File: config.mk
export PLATFORM = sky130hd
export DESIGN_NAME = tail_light_sequencer
export DESIGN_NICKNAME = d
export VERILOG_FILES = /design/src/rtl/tail_light_sequencer.sv
export SDC_FILE = /design/constraint.sdc
export NUM_CORES = 1
export LEC_CHECK = 0
export ABC_AREA = 0
export BUFFER_PORTS_ARGS = -buffer_cell sky130_fd_sc_hd__buf_4
export CAP_MARGIN = 20
export CORE_MARGIN = 5
export CORE_UTILIZATION = 40
export CTS_BUF_LIST = sky130_fd_sc_hd__clkbuf_2 sky130_fd_sc_hd__clkbuf_4 sky130_fd_sc_hd__clkbuf_8
export CTS_CLUSTER_SIZE = 24
export DETAILED_ROUTE_END_ITERATION = 8
export HOLD_SLACK_MARGIN = 0.05
export MAX_ROUTING_LAYER = met4
export SYNTH_ARGS = -nofsm -noshare
export SYNTH_HDL_FRONTEND = slang
export SYNTH_SLANG_ARGS = --single-unit
File: constraint.sdc
create_clock -name clk -period 4.4 [get_ports clk]
set_clock_uncertainty 0.05 [all_clocks]
set_input_delay 1.32 -clock clk [delete_from_list [all_inputs] [get_ports clk]]
set_output_delay 1.32 -clock clk [all_outputs]
set_load 0.03 [all_outputs]
File: src/rtl/tail_light_sequencer.sv
// Front-end for the tail-light engine: synchronises the switches, arbitrates
// left/right/hazard and emits one step strobe per slow tick.
module tail_light_sequencer #(
  parameter int TICK_DIV = 4,
  parameter int DIV_W    = 24
) (
  input  logic       clk,
  input  logic       reset,
  input  logic       left_sw,
  input  logic       right_sw,
  input  logic       hazard_sw,
  output logic       step,
  output logic       req_left,
  output logic       req_right,
  output logic [1:0] mode,
  output logic       busy,
  output logic [7:0] seq_count
);

  localparam logic [0:0] IDLE = 1'b0;
  localparam logic [0:0] RUN  = 1'b1;
  localparam logic [DIV_W-1:0] DIV_MAX = DIV_W'(TICK_DIV - 1);

  logic [2:0]       sync1;
  logic [2:0]       sync2;
  logic [DIV_W-1:0] div_cnt;
  logic             tick;
  logic [0:0]       state;
  logic [1:0]       phase;
  logic [1:0]       req_mode;

  // Bit order {hazard, right, left} in both synchroniser stages.
  always_ff @(posedge clk or negedge reset) begin
    if (!reset) begin
      sync1 <= 3'b000;
      sync2 <= 3'b000;
    end else begin
      sync1 <= {hazard_sw, right_sw, left_sw};
      sync2 <= sync1;
    end
  end

  always_ff @(posedge clk or negedge reset) begin
    if (!reset) begin
      div_cnt <= '0;
    end else if (div_cnt == DIV_MAX) begin
      div_cnt <= '0;
    end else begin
      div_cnt <= div_cnt + 1'b1;
    end
  end

  assign tick = (div_cnt == DIV_MAX);

  // Left+right together is treated as a hazard request.
  always_comb begin
    req_mode = 2'b00;
    if (sync2[2] || (sync2[0] && sync2[1])) begin
      req_mode = 2'b11;
    end else if (sync2[0]) begin
      req_mode = 2'b01;
    end else if (sync2[1]) begin
      req_mode = 2'b10;
    end
  end

  always_ff @(posedge clk or negedge reset) begin
    if (!reset) begin
      state     <= IDLE;
      phase     <= 2'd0;
      step      <= 1'b0;
      req_left  <= 1'b0;
      req_right <= 1'b0;
      mode      <= 2'b00;
      busy      <= 1'b0;
      seq_count <= 8'd0;
    end else begin
      step      <= 1'b0;
      req_left  <= 1'b0;
      req_right <= 1'b0;
      if (tick) begin
        case (state)
          IDLE: begin
            if (req_mode != 2'b00) begin
              step      <= 1'b1;
              req_left  <= req_mode[0];
              req_right <= req_mode[1];
              mode      <= req_mode;
              phase     <= 2'd1;
              busy      <= 1'b1;
              state     <= RUN;
            end
          end
          default: begin
            step <= 1'b1;
            // Switches are ignored here so a started sequence always completes.
            if (phase == 2'd3) begin
              phase     <= 2'd0;
              busy      <= 1'b0;
              mode      <= 2'b00;
              seq_count <= seq_count + 8'd1;
              state     <= IDLE;
            end else begin
              phase <= phase + 2'd1;
            end
          end
        endcase
      end
    end
  end

endmodule
==> impl_metrics.toml <==
[floorplan]
die_area_sq_um = 6630
num_rows = 26
fp.dieW_um = 81.5
pin_count = 19
initial_core_util_pct = 40.5
core_area_sq_um = 5040
die_y_um = 81.5

[grt]
track_usage_pct = 13.9
antenna_found_initial = 0
grt_max_degree = 48
gr-total-overflow = 0
grt_pass1_vias = 1404
grt_pass1_wl_um = 6750

[yosys]
ys_ff_latch = 47
ys_types = 31
syn_area_sq_um = 2040
ys.flop_type = "dfrtp_1"
avgSynthCellArea_sq_um = 11.7
syn_nets = 182
async_flop_share_pct = 100
synth_edf_count = 0
syn_inst = 174
yosys_warnings = 0
yosysSeqAreaShare_pct = 57.6

[critical_path]
crit_start = "div_cnt[0]"
crit_required_ps = 4520
endpoint_kind = "flip-flop"
crit_type = "reg2reg"
cp_max_fo = 12
cp.arrival_ps = 2500
start_kind = "flip-flop"
r2r-start = "div_cnt[0]"

[detailed_routing]
wl_per_cell_um = 14.6
final_antenna_net_count = 0
met1_length_um = 1760
top_layer = "met4"
dr.first_iter.drc_count = 78
firstDrtPassIters = 4
avgViaCountPerCell = 5.24
drt_wl_total_um = 3830
drc = 0
wl_met2_um = 1880
vias = 1379
route.met3.wl_um = 144

[cts]
cts_tree = "built"
clk_latency_ps = 290
clkSinkCount = 47
cts_setup_buffers = 0
cts_root_buffer = "clkbuf_8"
cts_buffers = 5
cts_max_level = 2
cts_buffer_depth = 2
clk_pin_slew_ps = 70
cts_resized = 0
ctsHoldBuffers = 0

[place]
routabilityCongestion = 0.751
dp.cells = 256
dp_slack_ps = 2010
placed_area_sq_um = 2230
port_buffers = 18
dpl.hpwl_um = 2740

[outcome]
status = "complete, no violations"

[power_and_ir_drop]
power_mw = 1.01
swShare_pct = 28.5
p_sw_mw = 0.287
seq_power_share_pct = 51.9
ir_drop_uv = 269
power.density_nw_per_um2 = 431
combinationalPowerShare_pct = 18.0
p_clk_share_pct = 30.1
internal_power_mw = 0.720
p_leak_nw = 1.08

[sta]
maxSlewViolCount = 0
setup_viol = 0
hold_viol_final = 0
setup-tns-final_ps = 0
min_period_ps = 2380
rsz0062_at_grt = "no"
hold_slack_ps = 311
setup_ws_ps = 2020
finalCritPeriodShare_pct = 54.1
fmax_ghz = 0.420
slew_headroom_pct = 61.7
tightest_slew_ps = 574

[layout]
final_cells = 263
final_util_pct = 46.4
ff_latch_area_sq_um = 1180
nets = 201
final_area_sq_um = 2340
n_antenna_cell = 0
filler_cell_count = 492
drive_gt1_share_pct = 15.0
multi_input_area_sq_um = 825
syn2layout_area_growth_pct = 14.6

[min_path]
hold_class = "reg2reg"
hp-start = "sync1[2]"

[flow_run]
maxCapViolCount = 0
[layout by cell type, fill, tap and decap left out, drive strengths merged, types with 4 or more instances in the layout]
cell type / instances
nor4: 4
and3: 6
xor2: 6
and4: 8
nand3: 11
nand4: 14
nor2: 9
nand2: 7
dfrtp: 47
xnor2: 23
buf: 18
nor3: 8
clkbuf: 6
[final timing paths]
path	endpoint	slack, ps	cells past startpoint
min reg2reg	sync2[2]	310	0
max reg2reg	mode[1]	2020	5
min in group asynchronous	div_cnt[1]	980	1
min	sync2[2]	310	0
max in group asynchronous	div_cnt[9]	2930	1
max	mode[1]	2020	5
[power groups by stage]
stage	registers [mW]	clock network, mW	logic [mW]
after global routing	0.531	0.334	0.200
after global placement	0.527	0	0.176
after detailed placement	0.531	0	0.183
after floorplan	0.560	0	0.0754
after CTS	0.523	0.314	0.183
final	0.523	0.303	0.181
[synthesized netlist by cell type (2+ instances only)]
library cell / number / area [sq um]
ha_1: 3 / 37.5
xnor2_1: 23 / 201
nand4_1: 14 / 87.6
inv_1: 3 / 11.3
and3_1: 6 / 37.5
nor4_1: 4 / 25.0
clkbuf_1: 5 / 18.8
o31ai_1: 3 / 22.5
and4_1: 7 / 61.3
nand2_1: 7 / 26.3
and3b_1: 2 / 17.5
xor2_1: 6 / 52.6
nand3_1: 11 / 55.1
dfrtp_1: 47 / 1180
nor2_1: 9 / 33.8
and2_1: 2 / 12.5
nor3_1: 8 / 40.0
[cells by family after synthesis]
family	after synthesis	synth area share, %
AOI/OAI and AO/OA	9	3.62
xor gates and xnor gates	29	12.4
adders and majority gates	3	1.84
buffers and inverters	9	2.02
DFF	47	57.6
muxes	1	0.551
and+or+nand+nor	76	21.9
[sequential cells by signal, indices dropped and copies added, names as in the netlist]
register / cells
div_cnt: 24
seq_count: 8
sync1: 3
sync2: 3
mode: 2
phase: 2
busy: 1
req_left: 1
req_right: 1
state: 1
step: 1
[per-layer routing]
metal	vias to the layer above	global-route usage, %
li1	663	-
met1	687	17.8
met2	25	21.3
met3	4	3.62
met4	0	5.07
met5	-	-
[final cells by class]
class,instances,area share (%)
Clock inverter,1,1.28
Sequential cell,47,50.2
Clock buffer,6,3.26
Tap cell,70,3.74
Inverter,3,0.481
Multi-Input combinational cell,118,35.2
Timing Repair Buffer,18,5.77
[worst max-delay path, cell delays in order (launching register included)]
cell and delay, ps:
dfrtp_1 400, ha_1 420, nor4b_1 360, nand4_1 360
a211o_1 350, a221o_2 340
(Power assumes the default switching activity.)
